[src/rtl/hazard_scheduler_if.sv]
// Hazard scheduler bus: decode-stage instruction fields in, pipeline
// control (stall/bubble/flush/forward selects) and perf counters out.
interface hazard_scheduler_if #(
   parameter int CNT_W = 16
);
   logic [4:0]       rs_d;
   logic [4:0]       rt_d;
   logic             use_rs_d;
   logic             use_rt_d;
   logic [4:0]       dest_d;
   logic             wr_d;
   logic             load_d;
   logic             branch_d;
   logic             jump_d;
   logic             br_taken_x;
   logic             stall_f;
   logic             bubble_d;
   logic             flush_f;
   logic [1:0]       fwd_a;
   logic [1:0]       fwd_b;
   logic [CNT_W-1:0] stall_cnt;
   logic [CNT_W-1:0] flush_cnt;

   // Pipeline side: presents the ID instruction, consumes the controls.
   modport master (
      output rs_d, rt_d, use_rs_d, use_rt_d, dest_d, wr_d, load_d,
             branch_d, jump_d, br_taken_x,
      input  stall_f, bubble_d, flush_f, fwd_a, fwd_b, stall_cnt, flush_cnt
   );

   // Scheduler side.
   modport slave (
      input  rs_d, rt_d, use_rs_d, use_rt_d, dest_d, wr_d, load_d,
             branch_d, jump_d, br_taken_x,
      output stall_f, bubble_d, flush_f, fwd_a, fwd_b, stall_cnt, flush_cnt
   );
endinterface

[src/rtl/hazard_scheduler.sv]
// Hazard controller for the five-stage pipeline: tracks in-flight writers
// in an EX/MEM/WB scoreboard, selects ALU operand forwarding, stalls on
// load-use, flushes after jumps and taken branches, and counts stall/flush
// cycles with saturating counters.
module hazard_scheduler #(
   parameter int CNT_W = 16
) (
   input  logic              clk,
   input  logic              reset,
   hazard_scheduler_if.slave sched
);

   typedef enum logic {
      RUN   = 1'b0,
      BR_EX = 1'b1
   } state_t;

   typedef struct packed {
      logic       valid;
      logic [4:0] dest;
      logic       load;
   } sb_entry_t;

   localparam logic [1:0] FWD_RF  = 2'b00;
   localparam logic [1:0] FWD_MEM = 2'b01;
   localparam logic [1:0] FWD_WB  = 2'b10;
   localparam logic [CNT_W-1:0] CNT_MAX = '1;

   state_t           state_q, state_d;
   sb_entry_t        ex_q, ex_d;
   sb_entry_t        mem_q, mem_d;
   sb_entry_t        wb_q, wb_d;
   logic [4:0]       rs_x_q, rs_x_d;
   logic [4:0]       rt_x_q, rt_x_d;
   logic [CNT_W-1:0] stall_cnt_q, stall_cnt_d;
   logic [CNT_W-1:0] flush_cnt_q, flush_cnt_d;

   logic             load_use;
   logic             br_taken;
   logic             stall;
   logic             bubble;
   logic             flush;
   logic [1:0]       fwd_a;
   logic [1:0]       fwd_b;

   // Decide stall/bubble/flush; a taken branch wins over load-use and jumps
   // because the ID instruction it would protect is being discarded anyway.
   always_comb begin
      load_use = ex_q.valid & ex_q.load &
                 ((sched.use_rs_d & (ex_q.dest == sched.rs_d)) |
                  (sched.use_rt_d & (ex_q.dest == sched.rt_d)));
      br_taken = (state_q == BR_EX) & sched.br_taken_x;
      stall    = load_use & ~br_taken;
      bubble   = load_use | br_taken;
      flush    = br_taken | (sched.jump_d & ~stall);
   end

   // Operand forwarding for the EX instruction; the younger MEM result wins.
   always_comb begin
      fwd_a = FWD_RF;
      if (mem_q.valid && (mem_q.dest == rs_x_q)) begin
         fwd_a = FWD_MEM;
      end else if (wb_q.valid && (wb_q.dest == rs_x_q)) begin
         fwd_a = FWD_WB;
      end
      fwd_b = FWD_RF;
      if (mem_q.valid && (mem_q.dest == rt_x_q)) begin
         fwd_b = FWD_MEM;
      end else if (wb_q.valid && (wb_q.dest == rt_x_q)) begin
         fwd_b = FWD_WB;
      end
   end

   // Next-state: branch FSM, scoreboard shift, EX sources, saturating counters.
   always_comb begin
      state_d = RUN;
      if (!br_taken && sched.branch_d && !stall) begin
         state_d = BR_EX;
      end

      wb_d  = mem_q;
      mem_d = ex_q;
      ex_d  = '0;
      if (!bubble) begin
         ex_d.valid = sched.wr_d & (sched.dest_d != 5'd0);
         ex_d.dest  = sched.dest_d;
         ex_d.load  = sched.load_d;
      end

      rs_x_d = sched.rs_d;
      rt_x_d = sched.rt_d;

      stall_cnt_d = stall_cnt_q;
      if (stall && (stall_cnt_q != CNT_MAX)) begin
         stall_cnt_d = stall_cnt_q + 1'b1;
      end
      flush_cnt_d = flush_cnt_q;
      if (flush && (flush_cnt_q != CNT_MAX)) begin
         flush_cnt_d = flush_cnt_q + 1'b1;
      end
   end

   // State registers, cleared asynchronously by reset.
   always_ff @(posedge clk or posedge reset) begin
      if (reset) begin
         state_q     <= RUN;
         ex_q        <= '0;
         mem_q       <= '0;
         wb_q        <= '0;
         rs_x_q      <= '0;
         rt_x_q      <= '0;
         stall_cnt_q <= '0;
         flush_cnt_q <= '0;
      end else begin
         state_q     <= state_d;
         ex_q        <= ex_d;
         mem_q       <= mem_d;
         wb_q        <= wb_d;
         rs_x_q      <= rs_x_d;
         rt_x_q      <= rt_x_d;
         stall_cnt_q <= stall_cnt_d;
         flush_cnt_q <= flush_cnt_d;
      end
   end

   // Controls are held at their idle value while reset is asserted so a
   // stray jump or branch input cannot leak through during reset.
   assign sched.stall_f   = stall & ~reset;
   assign sched.bubble_d  = bubble & ~reset;
   assign sched.flush_f   = flush & ~reset;
   assign sched.fwd_a     = fwd_a & {2{~reset}};
   assign sched.fwd_b     = fwd_b & {2{~reset}};
   assign sched.stall_cnt = stall_cnt_q;
   assign sched.flush_cnt = flush_cnt_q;

endmodule

[src/flat_wrapper.sv]
// flat-port wrapper written by rule: the top's interface ports become plain ports
module hazard_scheduler_flat 
#(
   parameter int CNT_W = 16
)
  (clk, reset, sched_rs_d, sched_rt_d, sched_use_rs_d, sched_use_rt_d, sched_dest_d, sched_wr_d, sched_load_d, sched_branch_d, sched_jump_d, sched_br_taken_x, sched_stall_f, sched_bubble_d, sched_flush_f, sched_fwd_a, sched_fwd_b, sched_stall_cnt, sched_flush_cnt);
  hazard_scheduler_if #(.CNT_W(CNT_W)) sched_i ();
  input  logic clk;
  input  logic reset;
  input wire logic [$bits(sched_i.rs_d)-1:0] sched_rs_d;
  input wire logic [$bits(sched_i.rt_d)-1:0] sched_rt_d;
  input wire logic [$bits(sched_i.use_rs_d)-1:0] sched_use_rs_d;
  input wire logic [$bits(sched_i.use_rt_d)-1:0] sched_use_rt_d;
  input wire logic [$bits(sched_i.dest_d)-1:0] sched_dest_d;
  input wire logic [$bits(sched_i.wr_d)-1:0] sched_wr_d;
  input wire logic [$bits(sched_i.load_d)-1:0] sched_load_d;
  input wire logic [$bits(sched_i.branch_d)-1:0] sched_branch_d;
  input wire logic [$bits(sched_i.jump_d)-1:0] sched_jump_d;
  input wire logic [$bits(sched_i.br_taken_x)-1:0] sched_br_taken_x;
  output wire logic [$bits(sched_i.stall_f)-1:0] sched_stall_f;
  output wire logic [$bits(sched_i.bubble_d)-1:0] sched_bubble_d;
  output wire logic [$bits(sched_i.flush_f)-1:0] sched_flush_f;
  output wire logic [$bits(sched_i.fwd_a)-1:0] sched_fwd_a;
  output wire logic [$bits(sched_i.fwd_b)-1:0] sched_fwd_b;
  output wire logic [$bits(sched_i.stall_cnt)-1:0] sched_stall_cnt;
  output wire logic [$bits(sched_i.flush_cnt)-1:0] sched_flush_cnt;
  assign sched_i.rs_d = sched_rs_d;
  assign sched_i.rt_d = sched_rt_d;
  assign sched_i.use_rs_d = sched_use_rs_d;
  assign sched_i.use_rt_d = sched_use_rt_d;
  assign sched_i.dest_d = sched_dest_d;
  assign sched_i.wr_d = sched_wr_d;
  assign sched_i.load_d = sched_load_d;
  assign sched_i.branch_d = sched_branch_d;
  assign sched_i.jump_d = sched_jump_d;
  assign sched_i.br_taken_x = sched_br_taken_x;
  assign sched_stall_f = sched_i.stall_f;
  assign sched_bubble_d = sched_i.bubble_d;
  assign sched_flush_f = sched_i.flush_f;
  assign sched_fwd_a = sched_i.fwd_a;
  assign sched_fwd_b = sched_i.fwd_b;
  assign sched_stall_cnt = sched_i.stall_cnt;
  assign sched_flush_cnt = sched_i.flush_cnt;
  hazard_scheduler #(.CNT_W(CNT_W)) u_core (.clk(clk), .reset(reset), .sched(sched_i));
endmodule
[config.mk]
export PLATFORM = sky130hd
export DESIGN_NAME = hazard_scheduler_flat
export DESIGN_NICKNAME = d
export VERILOG_FILES = /design/src/rtl/hazard_scheduler_if.sv /design/src/rtl/hazard_scheduler.sv /design/src/flat_wrapper.sv
export SDC_FILE = /design/constraint.sdc
export NUM_CORES = 1
export LEC_CHECK = 0
export BUFFER_PORTS_ARGS = -buffer_cell sky130_fd_sc_hd__buf_2
export CAP_MARGIN = 5
export CORE_UTILIZATION = 45
export CTS_CLUSTER_DIAMETER = 120
export DETAILED_ROUTE_END_ITERATION = 6
export MAX_ROUTING_LAYER = met4
export PLACE_DENSITY_LB_ADDON = 0.12
export SYNTH_ARGS = -nofsm -noshare
export SYNTH_HDL_FRONTEND = slang
export SYNTH_SLANG_ARGS = --single-unit
[constraint.sdc]
create_clock -name clk -period 3.6 [get_ports clk]
set_input_delay 0.9 -clock clk [delete_from_list [all_inputs] [get_ports clk]]
set_output_delay 0.9 -clock clk [all_outputs]
set_load 0.005 [all_outputs]
After elaboration in Yosys (flattened, before gate mapping)
Cells that the tools add are included.
{ "classes": {"add_sub_neg": 2, "n_eq_ne": 8, "muxes": 6, "n_bitwise": 19, "reduce_logical": 11} }
{ "ops": {"columns": ["cell", "n"], "rows": [
  ["$add 16x1->16 const B", 2],
  ["$ne 16x16->1 const B", 2],
  ["$eq 5x5->1", 6],
  ["$and 1x1->1", 11],
  ["$logic_and 1x1->1", 8],
  ["$mux 2", 4],
  ["$mux 7", 1],
  ["$reduce_bool 5->1", 1],
  ["$and 2x2->2", 2],
  ["$not 1->1", 3],
  ["$or 1x1->1", 3],
  ["$logic_not 1->1", 2],
  ["$mux 1", 1]
]} }
{ "totals": {"ff_bits": 62, "inputBits": 24, "output_inout_bits": 39, "word_cells": 58} }

Depth between registers and ports, before layout
Gate-level depths: netlist of the first run.
{ "logic_depth": {"ltp_word": 9, "mapped_depth": 7, "depth_no_buf": 6} }

Worst setup path before layout of the first run
OpenSTA, ideal clock, no wires.
{ "synth_timing": {"path_type": "input port to output port", "startpoint": "input port reset", "endpoint": "output port sched_fwd_a[1]", "t_arrival_ps": 2594, "t_required_ps": 2700, "slack_ps": 106, "path_stages": 3, "n_path_buf": 0, "path_cell_list": "inv_1 nand4_1 nor2b_1"} }
{ "synth_via": {"elab_chain_len": 2} }
{ "synth_lines": {"columns": ["item", "line_no", "text"], "rows": [
  ["start: declaration", "flat_wrapper.sv:9", "input logic reset;"],
  ["$not 1->1", "hazard_scheduler.sv:131", "assign sched.fwd_a = fwd_a & {2{~reset}};"],
  ["$and 2x2->2", "hazard_scheduler.sv:131", null],
  ["end: declaration", "flat_wrapper.sv:23", "output wire logic [$bits(sched_i.fwd_a)-1:0] sched_fwd_a;"]
]} }
Every way passes these cells.

Final worst setup path of the first run
{ "layout_timing": {"startpoint": "input port sched_rs_d[2]", "endpoint": "output port sched_stall_f"} }
{ "layout_via": {"elab_chain_len": 6} }
{ "layout_lines": {"columns": ["item", "line_no", "text"], "rows": [
  ["start: declaration", "flat_wrapper.sv:10", "input wire logic [$bits(sched_i.rs_d)-1:0] sched_rs_d;"],
  ["$eq 5x5->1", "hazard_scheduler.sv:50", "((sched.use_rs_d & (ex_q.dest == sched.rs_d)) |"],
  ["$and 1x1->1", "hazard_scheduler.sv:50", null],
  ["$or 1x1->1", "hazard_scheduler.sv:50", null],
  ["$and 1x1->1", "hazard_scheduler.sv:49", "load_use = ex_q.valid & ex_q.load &"],
  ["$and 1x1->1", "hazard_scheduler.sv:53", "stall = load_use & ~br_taken;"],
  ["$and 1x1->1", "hazard_scheduler.sv:128", "assign sched.stall_f = stall & ~reset;"],
  ["end: declaration", "flat_wrapper.sv:20", "output wire logic [$bits(sched_i.stall_f)-1:0] sched_stall_f;"]
]} }
Every way passes these cells.

==> impl_results.md, run 1 <==
* Critical path's largest stage delay at 230 ps
* Initial antenna violation count at 0
* Initial DRC count at 131
* Slew HR at 0.5456
* DRC Markers at 0
* Worst slack, placed at 592.5 ps
* Worst path arrival time at 2110 ps
* Die area at 0.006768 mm2
* Slowest-stage cell, CP: buf_4
* Die Wd at 82.27 um
* Reg2Reg Depth at 6
* Postcts setup bufs at 0
* CTS root buffer: clkbuf_8
* Post-DP HPWL at 4477 um
* WL/cell at 14.93 um
* CP Class: input pin to primary output
* CTS resizes at 0
* Largest area contributor in the netlist: dfrtp_1
* Seq pwr share at 0.520
* Clock Skew at 4.528 ps
* Layout cells sized above 1 at 0.2848
* Synth warn at 0
* Min Hold Slack at 366.6 ps
* Number of routed nets with antenna violations at 0
* PD cells at 482.8 mW/mm2
* Share of async-settable or async-resettable flops after synthesis at 1.000
* Reg clk slew, reported paths at 60 ps
* Cts hold-fix bufs at 0
* Number of global-route vias before repair at 2,049
* Sequential share of the synthesized area at 0.5352
* CP cell instances: buf_2, xnor2_1, nand4_2, o22ai_2, buf_4, and3_1, buf_2
* Unrepaired setup endpoints after global routing: false
* # IOs at 63
* Crit path top cell by count: buf_2
* Worst setup margin at 593.6 ps
* First-pass GRT wire length at 10,010 um
* #FFs+latches synth at 62
* Detailed Routing Iterations Pass 1 at 4
* Max clock buf depth at 2
* Run status: complete, no violations
* Largest net degree at the start of global routing at 33
* Total track usage at 0.2108
* DR vias/cell at 5.299
* FF-to-FF Start: u_core.sched.stall_cnt[0]
* Worst Hold Launch: u_core.ex_q[6]
* LEAKAGE at 1.611 nW
* Final setup fails at 0
* Hold path depth at 0
* Setup_tns at 0 ps
* Worst Path Required at 2700 ps
* Cts bufs inserted at 9
* WHS Endpoint: u_core.mem_q[6]
* Psw at 0.4752 mW
* Int Pwr at 1.211 mW
* Site Rows at 28
* Top_reg_cell synth: dfrtp_1
* Post-Syn Nets at 280
* Gp weighted congestion at 0.7887
* CTS tree: yes
* Most frequent cell after synthesis: dfrtp_1
* Nets@finish at 353
* Sw Share at 0.2817
* Startpoint Class: input pin
* H-tree levels at 3
* Vias at 2,146
* Hold Path Class: register to register
* Combinational power share at 0.160
* Post-synth EDFFs at 0
* Input/output buffers at 62
* Max Fclk at 332.6 MHz
* Fin. max-slew vios at 0
* CP Capture Type: primary output
* Final hold vios at 0
* Largest cells by area after synthesis: dfrtp_1 (54%), xnor2_1 (8.5%), xor2_1 (8.5%)
* VDD IR-drop max at 340.1 uV
* Synth top area share at 0.5352
* Max Cap Violations at 0
* Critical R2R Capture: u_core.sched.stall_cnt[1]
* Cell area after synthesis at 0.002899 mm2
* Final worst path period share at 0.8351
* Post-synthesis cell type count at 33
* Gate Count Post-Synth at 254
* Post-synth top cells: dfrtp_1 (62), xnor2_1 (28), xor2_1 (28), nand4_1 (21), nand3_1 (15)
* Initial Utilization at 0.4783
* Total Wirelength at 6048 um
* Clk pwr share at 0.320
* Syn Area/Cell at 11.41 um2
* Grt total ovfl at 0
* Clock Sinks at 62
* Die Height at 82.27 um
* Synthesis-to-finish area growth at 20.50%
* R2R Setup Slk at 1460 ps
* Worst-margin pin slew at 672.9 ps
* Crit Path Max Fanout at 16
* Final Critical Period at 3006 ps
* Core area at 0.006061 mm2
* Clk Latency, worst-skew pair at 330 ps
* Ant. Diodes at 0
[area by class of cell]
type	count	area, um2
fill	543	2567
sequential	62	1551
multi-input combinational	183	1308
timing repair buffer	68	355.3
clock buffer	13	168.9
tap	75	93.84
inverter	3	11.26
clock inverter	1	5.005
[stage by stage]
step,instances,power (mW),area (um2),util
floorplan,254,1.035,2899,-
global placement,391,1.156,3319,0.5477
detailed placement,391,1.166,3319,0.5477
CTS,405,1.711,3493,0.5764
global route,405,1.791,3493,0.5764
finish,405,1.687,3493,0.5764
[per-layer routing]
layer	part of all wire	GRT usage
met3	0.041	0.03736
met5	0	-
met1	0.48	0.2824
met4	0.015	0.1053
met2	0.46	0.3074
[state kept, by name, indices dropped and copies added (netlist names)]
signal and count:
u_core.sched.flush_cnt 16, u_core.sched.stall_cnt 16, u_core.ex_q 7, u_core.mem_q 6
u_core.wb_q 6, u_core.rs_x_q 5, u_core.rt_x_q 5, u_core.state_q 1
[cell usage in the layout, fill, tap and decap left out]
master / count
nand3_1: 15
xnor2_1: 28
clkbuf_1: 1
o31ai_1: 1
xor2_1: 28
clkbuf_8: 12
and3_1: 7
inv_2: 1
dfrtp_1: 62
nor4_4: 1
o31ai_4: 1
mux2_2: 5
nand4_2: 2
o311a_1: 1
o41ai_1: 1
ha_1: 2
and2_1: 9
mux2_1: 1
a21boi_1: 1
nor3_1: 9
nor2b_1: 2
o21ai_0: 1
clkinv_2: 1
nand4_1: 21
buf_4: 6
nor4_1: 14
nor4b_1: 1
nor3b_1: 1
nor3_2: 2
nand2b_1: 3
or3_1: 2
nor2_1: 10
nand2_1: 13
o22ai_2: 1
buf_2: 62
inv_1: 2
[kinds of logic after synthesis]
logic type	count (synthesis)	share of synthesized area
fa+ha+maj	2	0.008630
buf+inv	9	0.01381
simple gates	112	0.2249
mux	6	0.02330
compound gates	7	0.02503
flops	62	0.5352
xor+xnor	56	0.1692
[how the worst max path moves through the flow]
| stage | start | to | slack [ps] |
|---|---|---|---|
| CTS | sched_rs_d[2] | sched_stall_f | 580 |
| global placement | sched_rs_d[0] | sched_stall_f | 610 |
| detailed placement | sched_rt_d[2] | sched_bubble_d | 590 |
| global route | sched_rt_d[0] | sched_bubble_d | 470 |
| floorplan | reset | sched_fwd_a[1] | 110 |
| finish | sched_rs_d[2] | sched_stall_f | 590 |
[critical path, delay by kind of cell]
kind                      cells  cell delay, ps
AOI/OAI and AO/OA             1             220
xor gates and xnor gates      1             170
buffers and inverters         3             450
and+or+nand+nor               2             350
[power by group through the flow]
stage / Clock [mW] / Combinational (mW) / Sequential, mW
2_1_floorplan: 0 / 0.156 / 0.879
3_3_place_gp: 0 / 0.267 / 0.889
3_5_place_dp: 0 / 0.275 / 0.891
4_1_cts: 0.557 / 0.276 / 0.878
5_1_grt: 0.586 / 0.312 / 0.893
6_report: 0.540 / 0.270 / 0.876
Note: power is estimated with default switching activity, not from simulation.
==> run 2: changes to the inputs <==
clock period = 3.1 ns   (was 3.6 ns; I/O delays follow)
==> impl_results.md, run 2 (same netlist as run 1, synthesis figures left out) <==
* Final setup fails at 0
* LEAKAGE at 1.604 nW
* Largest net degree at the start of global routing at 33
* Worst-margin pin slew at 631.0 ps
* Critical path's largest stage delay at 470 ps
* Die area at 0.006768 mm2
* Worst path bufs/invs at 2
* CTS root buffer: clkbuf_8
* Worst path arrival time at 1970 ps
* WL/cell at 15.00 um
* Crit path max-delay family: compound AO/OA/AOI/OAI gates
* Die Height at 82.27 um
* Layout cells sized above 1 at 0.2892
* CP Class: input pin to primary output
* Initial antenna violation count at 0
* Site Rows at 28
* Final worst path period share at 0.8858
* PD cells at 573.4 mW/mm2
* Crit path top cell by count: buf_2
* Die Wd at 82.27 um
* Reg clk slew, reported paths at 70 ps
* Unrepaired setup endpoints after global routing: false
* Final hold vios at 0
* Core area at 0.006061 mm2
* Fin. max-slew vios at 0
* Max Fclk at 364.2 MHz
* Worst Path Required at 2320 ps
* Postcts setup bufs at 0
* # IOs at 63
* Clk Latency, worst-skew pair at 330 ps
* Detailed Routing Iterations Pass 1 at 4
* Gp weighted congestion at 0.8159
* Final non-filler cell area at 0.003513 mm2
* Clock Skew at 6.971 ps
* Number of global-route vias before repair at 2,135
* Clock Sinks at 62
* DRC Markers at 0
* Run status: complete, no violations
* Hold Path Class: register to register
* Combinational power share at 0.155
* Total Wirelength at 6106 um
* Placed cells at 391
* H-tree levels at 3
* Ant. Diodes at 0
* Setup_tns at 0 ps
* Input/output buffers at 62
* Seq pwr share at 0.507
* Slew HR at 0.5739
* CP Capture Type: primary output
* Most frequent cells in the layout: buf_2 (62), dfrtp_1 (62), xnor2_1 (28), xor2_1 (28), nand4_1 (21)
* Cts hold-fix bufs at 0
* Int Pwr at 1.429 mW
* Util after Layout at 0.5797
* Psw at 0.5859 mW
* DR vias/cell at 5.226
* Min Hold Slack at 392.1 ps
* CP cell instances: buf_2, xnor2_1, nand4_1, o22ai_2, a21boi_1, nor2_1, buf_2
* Sw Share at 0.2908
* Total track usage at 0.2144
* Post-DP Area at 0.003323 mm2
* Grt total ovfl at 0
* Cts bufs inserted at 9
* Synthesis-to-finish area growth at 21.19%
* Final Critical Period at 2746 ps
* Fin cells at 407
* Clk pwr share at 0.338
* Nets@finish at 353
* Slowest-stage cell, CP: a21boi_1
* Max Cap Violations at 0
* CTS resizes at 0
* Startpoint Class: input pin
* VDD IR-drop max at 528.6 uV
* Initial Utilization at 0.4783
* Vias at 2,127
* Initial DRC count at 100
* Number of routed nets with antenna violations at 0
* CTS tree: yes
* Crit Path Max Fanout at 9
* Post-DP HPWL at 4444 um
* First-pass GRT wire length at 10,450 um
* Max clock buf depth at 2
## run 2: per-stage QoR
step	worst slack [ps]	power, mW
detailed placement	342.8	1.356
global route	228.1	2.142
finish	354.0	2.015
CTS	341.0	2.041
global placement	384.7	1.343
floorplan	277.5	1.203
## run 2: worst paths after layout
kind                       slack (ps)                       from  cells past startpoint                   endpoint
max                               350              sched_rt_d[2]                      7             sched_bubble_d
min                               390             u_core.ex_q[6]                      0            u_core.mem_q[6]
max reg2reg                       940  u_core.sched.stall_cnt[0]                      6  u_core.sched.stall_cnt[1]
min reg2reg                       390             u_core.ex_q[6]                      0            u_core.mem_q[6]
max in group asynchronous        2130                      reset                      3  u_core.sched.stall_cnt[5]
min in group asynchronous         680                      reset                      3  u_core.sched.flush_cnt[3]
## run 2: area by class of cell
cell class	count	area, um2
Inverter	3	15.01
Fill cell	534	2547
Sequential cell	62	1551
Timing Repair Buffer	68	355.3
Clock inverter	6	62.56
Multi-Input combinational cell	183	1308
Tap cell	75	93.84
Clock buffer	10	127.6
## run 2: routing by layer
layer,vias to the layer above,GRT usage,wire length (um)
met4,0,0.08421,87
met1,1027,0.2956,3027
met2,41,0.3116,2766
met5,-,-,0
met3,9,0.04066,224
li1,1050,-,-
## run 2: worst reg2reg max path, stage by stage, from the launching register on
cell      delay, ps
dfrtp_1         400
ha_1            200
nand4_1         320
nor3_1          300
nand2b_1        270
nand3_1         210
mux2_2          350
## run 2: power by group through the flow
stage / Sequential (mW) / Combinational [mW] / Clock [mW]
3_3_place_gp: 1.03 / 0.310 / 0
5_1_grt: 1.04 / 0.359 / 0.743
4_1_cts: 1.02 / 0.320 / 0.699
6_report: 1.02 / 0.313 / 0.681
3_5_place_dp: 1.04 / 0.319 / 0
2_1_floorplan: 1.02 / 0.182 / 0
==> run 3: changes to the inputs <==
PLACE_DENSITY = 0.75   (was default)
PLACE_DENSITY_LB_ADDON = default   (was 0.12)
RECOVER_POWER = 25   (was default)
clock period = 3.05 ns   (was 3.1 ns; I/O delays follow)
==> impl_results.md, run 3 (same netlist as run 1, synthesis figures left out) <==
* Run status: complete, no violations
* Reg2Reg Depth at 6
* CTS tree: yes
* Input/output buffers at 62
* Die Height at 82.27 um
* Ant. Diodes at 0
* R2R Setup Slk at 850 ps
* Grt total ovfl at 0
* # IOs at 63
* PD cells at 590.2 mW/mm2
* Worst slack, placed at 299.6 ps
* Number of global-route vias before repair at 2,036
* Max Fclk at 367.4 MHz
* DR vias/cell at 5.485
* Worst Hold Launch: u_core.ex_q[6]
* Cts hold-fix bufs at 0
* VDD IR-drop max at 402.0 uV
* CTS resizes at 0
* Largest net degree at the start of global routing at 35
* Initial antenna violation count at 0
* Post-DP HPWL at 4462 um
* Clock Skew at 8.594 ps
* CP cell instances: clkbuf_1, xnor2_1, nand4_1, o22ai_2, a21boi_1, nor2_1, buf_2
* Initial DRC count at 97
* Core area at 0.006061 mm2
* First-pass GRT wire length at 9708 um
* Cts bufs inserted at 9
* Final hold vios at 0
* Initial Utilization at 0.4783
* CP Class: input pin to primary output
* Most frequent cells in the layout: dfrtp_1 (62), buf_2 (51), xnor2_1 (28), xor2_1 (28), nand4_1 (21)
* CTS root buffer: clkbuf_8
* Synthesis-to-finish area growth at 20.46%
* Max clock buf depth at 2
* Gp weighted congestion at 0.8388
* Worst setup margin at 328.1 ps
* Site Rows at 28
* Commonest non-fill, non-tap cell in the layout: dfrtp_1
* Startpoint Class: input pin
* Hold Path Class: register to register
* Crit Path Max Fanout at 9
* Min Hold Slack at 389.7 ps
* LEAKAGE at 1.577 nW
* WHS Endpoint: u_core.mem_q[6]
* Max Cap Violations at 0
* Number of routed nets with antenna violations at 0
* Critical path's largest stage delay at 450 ps
* CP Capture Type: primary output
* Critical R2R Capture: u_core.sched.stall_cnt[1]
* Worst path bufs/invs at 2
* Fin. max-slew vios at 0
* Detailed Routing Iterations Pass 1 at 4
* Unrepaired setup endpoints after global routing: false
* Slew HR at 0.01942
* Worst path arrival time at 1960 ps
* Final setup fails at 0
* Postcts setup bufs at 0
* Vias at 2,227
* Worst-margin pin slew at 1471 ps
* Hold path depth at 0
* Worst Path Required at 2290 ps
* DRC Markers at 0
* Layout cells sized above 1 at 0.2508
* Util after Layout at 0.5762
* Nets@finish at 353
* H-tree levels at 3
* Reg clk slew, reported paths at 60 ps
* Setup_tns at 0 ps
* Die Wd at 82.27 um
* Clk Latency, worst-skew pair at 340 ps
* Final worst path period share at 0.8924
* Total Wirelength at 6137 um
* FF-to-FF Start: u_core.sched.stall_cnt[0]
* Die area at 0.006768 mm2
* Final Critical Period at 2722 ps
* Total power at 2.061 mW
* Clock Sinks at 62
* Total track usage at 0.2034
* Crit path max-delay family: compound AO/OA/AOI/OAI gates
* WL/cell at 15.12 um
* Slowest-stage cell, CP: a21boi_1
## run 3: changes by cell type in the layout (fill, tap and decap cells not counted), sizes merged
cell and change:
buf -12, clkinvlp -2, clkbuf +13
## run 3: routing by layer
metal / global-route usage / share of wire / vias to the layer above
met1: 0.2601 / 0.47 / 1101
met4: 0.08947 / 0.013 / 0
met2: 0.3140 / 0.47 / 64
li1: - / - / 1051
met3: 0.03956 / 0.045 / 11
met5: - / 0 / -
## run 3: worst max path at each step
| stage | end | startpoint | cells past startpoint | slack [ps] |
|---|---|---|---|---|
| after CTS | sched_bubble_d | sched_rt_d[0] | 7 | 300 |
| after detailed placement | sched_bubble_d | sched_rt_d[0] | 7 | 300 |
| after global routing | sched_bubble_d | sched_rt_d[0] | 7 | 160 |
| final | sched_bubble_d | sched_rt_d[0] | 7 | 330 |
| after global placement | sched_bubble_d | sched_rt_d[0] | 7 | 380 |
| after floorplan | sched_stall_f | reset | 2 | 250 |
## run 3: per-stage QoR
step	std cells	cell area, um2
floorplan	254	2903
global placement	391	3323
detailed placement	391	3323
CTS	406	3512
global route	406	3492
finish	406	3492
## run 3: final cells by class
type / instances / area, um2
Clock buffer: 11 / 141.4
Clock inverter: 4 / 47.55
Fill cell: 532 / 2569
Inverter: 3 / 12.51
Multi-Input combinational cell: 183 / 1308
Sequential cell: 62 / 1551
Tap cell: 75 / 93.84
Timing Repair Buffer: 68 / 337.8
## run 3: where the power goes
group	internal (mW)	total [mW]	leakage (nW)	switching (mW)
clock network	0.392	0.706	0.0952	0.314
registers	0.918	1.04	0.776	0.123
logic	0.157	0.314	0.706	0.157
total	1.47	2.06	1.58	0.594
